$ cat src/rtl/sevseg_bcd_scanner.sv
// Sequential double-dabble BCD converter feeding a four-digit, active-low 7-segment scanner.
// Optional macro SEVSEG_LEADING_ZERO_BLANK_EN blanks leading zero digits.
module sevseg_bcd_scanner #(
    parameter int unsigned REFRESH_DIV = 100000,
    parameter int unsigned CNT_W       = 17
) (
    input  logic        clk,
    input  logic        reset,
    input  logic [15:0] value,
    input  logic        dp_mode,
    output logic [3:0]  an,
    output logic [6:0]  seg,
    output logic        dp,
    output logic        upd
);

    typedef enum logic [1:0] {StLoad, StShift, StDone} state_e;

    state_e      state_q, state_d;
    logic [3:0]  step_q, step_d;
    logic [15:0] opnd_q, opnd_d;
    logic [15:0] bcd_q, bcd_d;
    logic        frac_q, frac_d;
    logic        mode_q, mode_d;
    logic [15:0] dig_q, dig_d;
    logic [3:0]  blank_q, blank_d;
    logic        dmode_q, dmode_d;
    logic        upd_q, upd_d;

    logic [15:0] half;
    logic [15:0] adj;
    logic [15:0] res;

    logic [CNT_W-1:0] cnt_q;
    logic [1:0]       idx_q;
    logic [3:0]       an_q;
    logic [6:0]       seg_q;
    logic             dp_q;
    logic             wrap;
    logic [3:0]       cur_dig;

    assign half = {1'b0, value[15:1]};

    // Double-dabble correction: every BCD nibble of 5 or more gets +3 before the shift.
    always_comb begin
        adj = bcd_q;
        for (int i = 0; i < 4; i++) begin
            if (bcd_q[4*i +: 4] >= 4'd5) begin
                adj[4*i +: 4] = bcd_q[4*i +: 4] + 4'd3;
            end
        end
    end

    // In dp mode the integer part sits in d3..d1 and d0 holds the half-unit digit.
    always_comb begin
        if (mode_q) begin
            res = {bcd_q[11:0], (frac_q ? 4'd5 : 4'd0)};
        end else begin
            res = bcd_q;
        end
    end

    always_comb begin
        state_d = state_q;
        step_d  = step_q;
        opnd_d  = opnd_q;
        bcd_d   = bcd_q;
        frac_d  = frac_q;
        mode_d  = mode_q;
        dig_d   = dig_q;
        blank_d = blank_q;
        dmode_d = dmode_q;
        upd_d   = 1'b0;
        unique case (state_q)
            StLoad: begin
                mode_d = dp_mode;
                frac_d = value[0];
                if (dp_mode) begin
                    opnd_d = (half > 16'd999) ? 16'd999 : half;
                end else begin
                    opnd_d = (value > 16'd9999) ? 16'd9999 : value;
                end
                bcd_d   = '0;
                step_d  = '0;
                state_d = StShift;
            end
            StShift: begin
                bcd_d  = {adj[14:0], opnd_q[15]};
                opnd_d = {opnd_q[14:0], 1'b0};
                step_d = step_q + 4'd1;
                if (step_q == 4'd15) begin
                    state_d = StDone;
                end
            end
            StDone: begin
                dig_d   = res;
                dmode_d = mode_q;
                upd_d   = 1'b1;
`ifdef SEVSEG_LEADING_ZERO_BLANK_EN
                blank_d[3] = (res[15:12] == 4'd0);
                blank_d[2] = blank_d[3] && (res[11:8] == 4'd0);
                blank_d[1] = !mode_q && blank_d[2] && (res[7:4] == 4'd0);
                blank_d[0] = 1'b0;
`else
                blank_d = '0;
`endif
                state_d = StLoad;
            end
            default: state_d = StLoad;
        endcase
    end

    always_ff @(posedge clk) begin
        if (reset) begin
            state_q <= StLoad;
            step_q  <= '0;
            opnd_q  <= '0;
            bcd_q   <= '0;
            frac_q  <= 1'b0;
            mode_q  <= 1'b0;
            dig_q   <= '0;
            blank_q <= '0;
            dmode_q <= 1'b0;
            upd_q   <= 1'b0;
        end else begin
            state_q <= state_d;
            step_q  <= step_d;
            opnd_q  <= opnd_d;
            bcd_q   <= bcd_d;
            frac_q  <= frac_d;
            mode_q  <= mode_d;
            dig_q   <= dig_d;
            blank_q <= blank_d;
            dmode_q <= dmode_d;
            upd_q   <= upd_d;
        end
    end

    function automatic logic [6:0] enc(input logic [3:0] d);
        case (d)
            4'd0:    enc = 7'b1000000;
            4'd1:    enc = 7'b1111001;
            4'd2:    enc = 7'b0100100;
            4'd3:    enc = 7'b0110000;
            4'd4:    enc = 7'b0011001;
            4'd5:    enc = 7'b0010010;
            4'd6:    enc = 7'b0000010;
            4'd7:    enc = 7'b1111000;
            4'd8:    enc = 7'b0000000;
            4'd9:    enc = 7'b0010000;
            default: enc = 7'b1111111;
        endcase
    endfunction

    assign wrap    = (cnt_q == CNT_W'(REFRESH_DIV - 1));
    assign cur_dig = dig_q[4*idx_q +: 4];

    // an, seg and dp are all registered from the same index so they switch together.
    always_ff @(posedge clk) begin
        if (reset) begin
            cnt_q <= '0;
            idx_q <= '0;
            an_q  <= 4'b1111;
            seg_q <= 7'b1111111;
            dp_q  <= 1'b1;
        end else begin
            cnt_q <= wrap ? '0 : cnt_q + CNT_W'(1);
            if (wrap) begin
                idx_q <= idx_q + 2'd1;
            end
            an_q  <= ~(4'b0001 << idx_q);
            seg_q <= blank_q[idx_q] ? 7'b1111111 : enc(cur_dig);
            dp_q  <= !(dmode_q && (idx_q == 2'd1));
        end
    end

    assign an  = an_q;
    assign seg = seg_q;
    assign dp  = dp_q;
    assign upd = upd_q;

endmodule

$ cat config.mk
export PLATFORM = sky130hd
export DESIGN_NAME = sevseg_bcd_scanner
export DESIGN_NICKNAME = d
export VERILOG_FILES = /design/src/rtl/sevseg_bcd_scanner.sv
export SDC_FILE = /design/constraint.sdc
export NUM_CORES = 1
export LEC_CHECK = 0
export CORE_MARGIN = 4
export CORE_UTILIZATION = 60
export DETAILED_ROUTE_END_ITERATION = 12
export PLACE_DENSITY = 0.92
export RECOVER_POWER = 50
export SKIP_CTS_REPAIR_TIMING = 1
export SLEW_MARGIN = 20
export SYNTH_ARGS = -nofsm -noshare
export SYNTH_HDL_FRONTEND = slang
export SYNTH_SLANG_ARGS = --single-unit
$ cat constraint.sdc
create_clock -name clk -period 2.7 [get_ports clk]
set_input_delay 0.54 -clock clk [delete_from_list [all_inputs] [get_ports clk]]
set_output_delay 0.54 -clock clk [all_outputs]
set_load 0.03 [all_outputs]
Yosys cells after proc, flatten, opt, wreduce, memory -nomap -nowiden
Memories as Yosys holds them, arrays and structs flattened. A register that Yosys moved wholly into a read port is not among the register bits.
Index checks and enable logic that the tools add are counted.
Word-level totals
  ROM bits: 112
  input bits: 19
  register bits: 82
  output and inout port bits: 13
  logic and storage cells: 60
  memories kept: 1
Operators by class
  multiplexer cells: 17
  shift operators: 2
  reduce and logical (&&, ||, !) cells: 6
  $lt $le $gt $ge: 7
  bitwise operators: 1
  add/sub/neg operators: 7
  equality and inequality tests: 6
Memory list
  (name not given): words 16, width 7, rd ports 1, clocked after Yosys merged registers in 1, wr ports 0, RTL line 140  | case (d)
Operators by type and width (number)
  $pmux 16 s2: 2
  $mux 16: 3
  $add 17x1->17 const B: 1
  $eq 17x17->1 const B: 1
  $ge 4x3->1 const B: 4
  $gt 16x14->1 const B: 1
  $shiftx 16x5->4: 1
  $gt 15x10->1 const B: 1
  $mux 15: 1
  $add 4x2->4 const B: 3
  $mux 4: 3
  $pmux 4 s2: 1
  $mux 3: 2
  $add 4x1->4 const B: 1
  $eq 2x1->1 const B: 2
  $eq 4x4->1 const B: 1
  $not 4->4: 1
  $pmux 2 s2: 1
  $reduce_or 2->1: 2
  $shl 1x2->4 const A: 1
  $add 3x2->3 const B: 1
  $lt 2x3->1 const B: 1
  $add 2x1->2 const B: 1
  $bmux 1 s2: 1
  8 further kinds: 9

Longest topological paths before layout
  depth in word-level cells: 4
  mapped depth: 8
  depth with buffers taken out: 7

Worst setup path before layout
OpenSTA, ideal clock, no wires.
  path type: input-to-reg
  start point: input port value[6]
  end point: register opnd_q[4]
  library setup time: 0.075 ns
  data required time: 2.625 ns
  setup slack: 1.043 ns
  stages: 6
  path buffers: 1
  data arrival time: 1.582 ns
  path through: nor4_4 -> o211ai_2 -> or2_1 -> buf_6 -> o22a_1 -> o22ai_2
Between the ends
  cells in the longest elaborated chain, start to end: 4
  elaborated cells between the ends (all ways): 6
  classes of those cells: order compare (2); mux (4)
Ends and longest elaborated chain
  start: declaration: RTL line 9  | input logic [15:0] value,
  $gt 16x14->1 or $gt 15x10->1 (tied branches): RTL line 81, 79
  $mux 16 or $mux 15 (tied branches): RTL line 81, 79
  $mux 16 (*): RTL line 78  | if (dp_mode) begin
  $pmux 16 s2 (*): RTL line 74  | unique case (state_q)
  end signal: assignment: RTL line 128  | opnd_q <= opnd_d;
  end: declaration: RTL line 21  | logic [15:0] opnd_q, opnd_d;
Mark *: on every way between the ends. The rest lies on a longest branch, timed or not.
A chain may end at the register's enable or synchronous reset.

Worst setup path in the final report
  start point: register state_q[1]
  end point: register dig_q[15]
Between the ends
  cells in the longest elaborated chain, start to end: 1
Ends and longest elaborated chain
  start: declaration: RTL line 19  | state_e state_q, state_d;
  start signal: assignment: RTL line 115  | state_q <= StLoad;
  start signal: assignment: RTL line 126  | state_q <= state_d;
  $eq 2x2->1: RTL line 74
  end signal: assignment: RTL line 132  | dig_q <= dig_d;
  end: declaration: RTL line 25  | logic [15:0] dig_q, dig_d;
Every way passes these cells.

==> results by stage <==
Run status:
- The run finished with clean final reports.

Placement:
- Detailed placement ended at an HPWL of 6137 um.
- The routability congestion estimate from global placement is 0.8803.
- Buffers placed on the I/O ports in this run total 31.
- The pre-CTS setup slack is 376.1 ps.
- The total placed cells including tap cells is 615.

Timing:
- The number of failing setup endpoints in the final timing report is 0.
- Of the available clock period, the critical path in the final layout requires 78.60%.
- The final count of hold timing violations is 0.
- The fmax is 0.4712 GHz.
- For the pin with the worst max-slew slack, the measured transition is 978.3 ps.
- Setup total negative slack on the finished layout was measured at 0 ps.
- The clock arrives with 11.52 ps of skew.
- Setup repair after global routing left no endpoint under its margin.
- Measured against its own limit, the worst slew margin works out to 34.54%.
- Hold timing on the final database bottoms out at a slack of 418.6 ps.
- The number of max-slew violations in the final report is 0.
- The final critical path time including I/O delays and setup is 2122 ps.
- After layout, the worst setup slack is 577.7 ps.

Worst setup path:
- The startpoint identified for the worst register-to-register timing path is state_q[1]$_SDFFE_PP0P_.
- The largest single stage delay on the critical path is 950 ps.
- Along the worst path, the maximum fanout reaches 30.
- The signal on the critical path passes through nor2b_1 > clkbuf_2 > nor2_1 > a211oi_1.
- The worst register-to-register path has a depth of 4.
- The startpoint kind of the worst setup timing path is a flip-flop.
- The kind of cell with the highest combined delay on the critical path is flip-flops.
- The cell with the largest stage delay on the worst path is sky130_fd_sc_hd__dfxtp_1.
- The endpoint kind of the worst setup timing path is a flip-flop.
- For flop-to-flop paths, the worst setup slack is 580 ps.
- Data on the critical path arrives at its endpoint at 2380 ps.
- Together, buffers and inverters on the worst path number 1.
- The endpoint of the lowest-slack register-to-register path is dig_q[15]$_SDFFE_PP0P_.
- The worst path required time is 2960 ps.
- The setup path with the least slack is of type flip-flop to flip-flop.

Detailed routing:
- The final routed DRC violation total is 0.
- The initial DRC count is 229.
- The detailed-routing iteration count for the pre-antenna-repair pass is 5.
- Summing over every cut layer, the via total after detailed routing is 3,566.
- The detail-routed net length per standard cell is 13.72 um.
- The routed design has 8660 um of wire.
- In this run the remaining antenna-violating nets after routing total 0.
- The number of vias per cell after detailed routing is 5.651.

Clocking:
- The CTS clock-pin slew for the worst setup and hold paths is 90 ps.
- TritonCTS built the clock tree.
- The H-tree was split into 3 levels.
- The clock buffer count from CTS is 9.
- The deepest clock path buffer count is 2.
- The root cell of the clock tree is sky130_fd_sc_hd__clkbuf_8.
- The clock latency reported for the late side of the worst-skew pair is 360 ps.
- The number of clock sinks seen by CTS is 89.

Global route:
- The initial antenna violation count is 0.
- The maximum number of pins on one net before global-route repair is 38.
- The global routing usage summed across all routing layers is 20.78%.
- The number of global-route vias before repair is 3,282.
- The global-route congestion overflow total is 0.
- The wire length of the first global-routing pass is 14,460 um.

Synthesis:
- The cell area after synthesis is 0.004325 sq mm.
- The compound-cell area share of the yosys netlist is 16.72%.
- Summing the areas of all fa, ha and maj instances in the mapped netlist gives 5.496% of the synthesized area.
- In the synthesized netlist the dominant register cell turns out to be sky130_fd_sc_hd__dfxtp_1.
- The number of enable flip-flop cells after synthesis is 0.
- The number of warnings printed during yosys synthesis is 0.
- After synthesis, the netlist uses 49 different library cells.
- The multiplexer fraction of the synthesized cell area is 6.480%.
- The simple-gate share of the synthesized area is 20.65%.
- The fraction of synthesis flops using an asynchronous set or reset pin is 0%.
- After synthesis, the largest family of logic cells by area is simple AND/OR/NAND/NOR gates.
- The share of the Yosys chip area taken by registers is 41.19%.
- After technology mapping, the gate count stands at 513.
- The synthesized-area fraction occupied by xor and xnor cells is 4.050%.
- Synthesis inferred 89 register bits.
- The mean area per synthesized cell is 8.432 sq um.
- Synthesis produced a netlist with a net count of 551.

Layout:
- Relative to the synthesized area, the layout overhead comes to 11.19%.
- The repair_antennas step left the layout with diodes totalling 0.
- Of the cells placed in the final design, the portion with a size suffix greater than 1 is 6.355%.
- The net count reported at finish is 568.
- The count of cells in the finished layout, fillers not included, comes to 631.
- In the layout the commonest cells are sky130_fd_sc_hd__dfxtp_1 (89), sky130_fd_sc_hd__nor2_1 (83), sky130_fd_sc_hd__nand2_1 (47).
- The most common cell after layout, fill and taps aside is sky130_fd_sc_hd__dfxtp_1.

Worst hold path:
- The source of the worst hold timing path is dmode_q$_SDFFE_PP0P_.
- The path with the worst hold slack has its endpoint at dp$_SDFF_PP1_.
- Counting instances, the worst hold path has a depth of 1.
- The tightest min-delay check is of the flip-flop to flip-flop type.

Floorplan:
- The die is 92.91 um wide.
- The core region area is 0.006907 sq mm.
- The total die area is 0.008631 sq mm.
- The number of I/O pins is 32.
- For this configuration, the core starts out at a cell density of 62.63%.
- In this run the vertical extent of the chip is 92.91 um.
- The number of placement rows is 30.

Power:
- Across the VDD grid, the largest voltage drop is 0.2981 mV.
- For this design the static power due to leakage is 1.694 nW.
- For this design the ratio of total power to cell area is 484.6 mW/mm^2.

Job:
- Max-cap violations in this run came to 0.
==> cell families after synthesis <==
| group | count (synthesis) |
|---|---|
| compound gates | 116 |
| buf+inv | 53 |
| xor+xnor | 20 |
| fa+ha+maj | 19 |
| flops | 89 |
| simple gates | 193 |
| mux | 23 |
==> worst max path at each step <==
| stage | start | end | cells after the start | slack (ps) |
|---|---|---|---|---|
| after floorplan | value[6] | opnd_q[4]$_SDFFE_PP0P_ | 6 | 1040 |
| after detailed placement | value[7] | opnd_q[4]$_SDFFE_PP0P_ | 6 | 380 |
| after CTS | cnt_q[0]$_SDFF_PP0_ | cnt_q[16]$_SDFF_PP0_ | 6 | 730 |
| after global placement | value[7] | opnd_q[4]$_SDFFE_PP0P_ | 6 | 450 |
| final | state_q[1]$_SDFFE_PP0P_ | dig_q[15]$_SDFFE_PP0P_ | 4 | 580 |
| after global routing | state_q[1]$_SDFFE_PP0P_ | dig_q[15]$_SDFFE_PP0P_ | 4 | 400 |
==> synth_stat cells (2+ instances only) <==
master                      n  area (sq um)
sky130_fd_sc_hd__o21a_1     3         22.52
sky130_fd_sc_hd__nand4_1    3         18.77
sky130_fd_sc_hd__mux2i_1   19         190.2
sky130_fd_sc_hd__and3_1     5         31.28
sky130_fd_sc_hd__inv_2      3         11.26
sky130_fd_sc_hd__nand3b_1   4         30.03
sky130_fd_sc_hd__o21ai_0   15         75.07
sky130_fd_sc_hd__ha_1      19         237.7
sky130_fd_sc_hd__nor2_1    83         311.6
sky130_fd_sc_hd__o221ai_1   2         17.52
sky130_fd_sc_hd__o211ai_1   2         15.01
sky130_fd_sc_hd__mux4_2     4         90.09
sky130_fd_sc_hd__or3_1      4         25.02
sky130_fd_sc_hd__xor2_1     4         35.03
sky130_fd_sc_hd__a211oi_1  15         112.6
sky130_fd_sc_hd__o31ai_1    3         22.52
sky130_fd_sc_hd__buf_6      3         33.78
sky130_fd_sc_hd__and2_1     2         12.51
sky130_fd_sc_hd__nand3_1   10         50.05
sky130_fd_sc_hd__buf_2     10         50.05
sky130_fd_sc_hd__nor3_1    14         70.07
sky130_fd_sc_hd__o22ai_1    6         37.54
sky130_fd_sc_hd__dfxtp_1   89          1782
sky130_fd_sc_hd__a22oi_1    9         67.56
sky130_fd_sc_hd__nand2_1   47         176.4
sky130_fd_sc_hd__a21oi_1   42         210.2
sky130_fd_sc_hd__o21ai_1    8         40.04
sky130_fd_sc_hd__clkbuf_1  17         63.81
sky130_fd_sc_hd__nand2b_1  14         87.58
sky130_fd_sc_hd__a31oi_1    2         12.51
sky130_fd_sc_hd__inv_1     19         71.32
sky130_fd_sc_hd__xnor2_1   16         140.1
==> through the flow <==
stage	cell area (sq um)	power, mW	util (%)
finish	4810	2.331	69.64
global route	4810	2.432	69.64
CTS	4817	2.346	69.75
detailed placement	4646	1.548	67.26
global placement	4646	1.542	67.26
floorplan	4325	1.481	-
==> registers in the layout (all words and copies together), names as in the netlist, 2 cells and up <==
register / count
step_q: 4
idx_q: 2
an: 4
state_q: 2
opnd_q: 16
cnt_q: 17
bcd_q: 16
dig_q: 16
seg: 7
==> metal layers <==
layer / vias to the layer above / global-route usage (%) / wire length, um
met1: 1649 / 24.71 / 3716
li1: 1798 / - / -
met2: 99 / 35.15 / 4327
met5: - / 0 / 0
met4: 0 / 10.62 / 244
met3: 20 / 4.468 / 372
==> power breakdown <==
part	internal [mW]	total [mW]	switching [mW]
Combinational	0.0703	0.162	0.0921
Sequential	1.34	1.36	0.0187
Clock	0.338	0.813	0.475
==> area by class of cell <==
cell class	count	area [sq um]
tap	96	120.1
multi-input combinational	371	2310
clock buffer	10	127.6
fill	539	2097
sequential	89	1782
inverter	22	82.58
clock inverter	6	43.79
timing repair buffer	37	344.1
(Power assumes the default switching activity.)
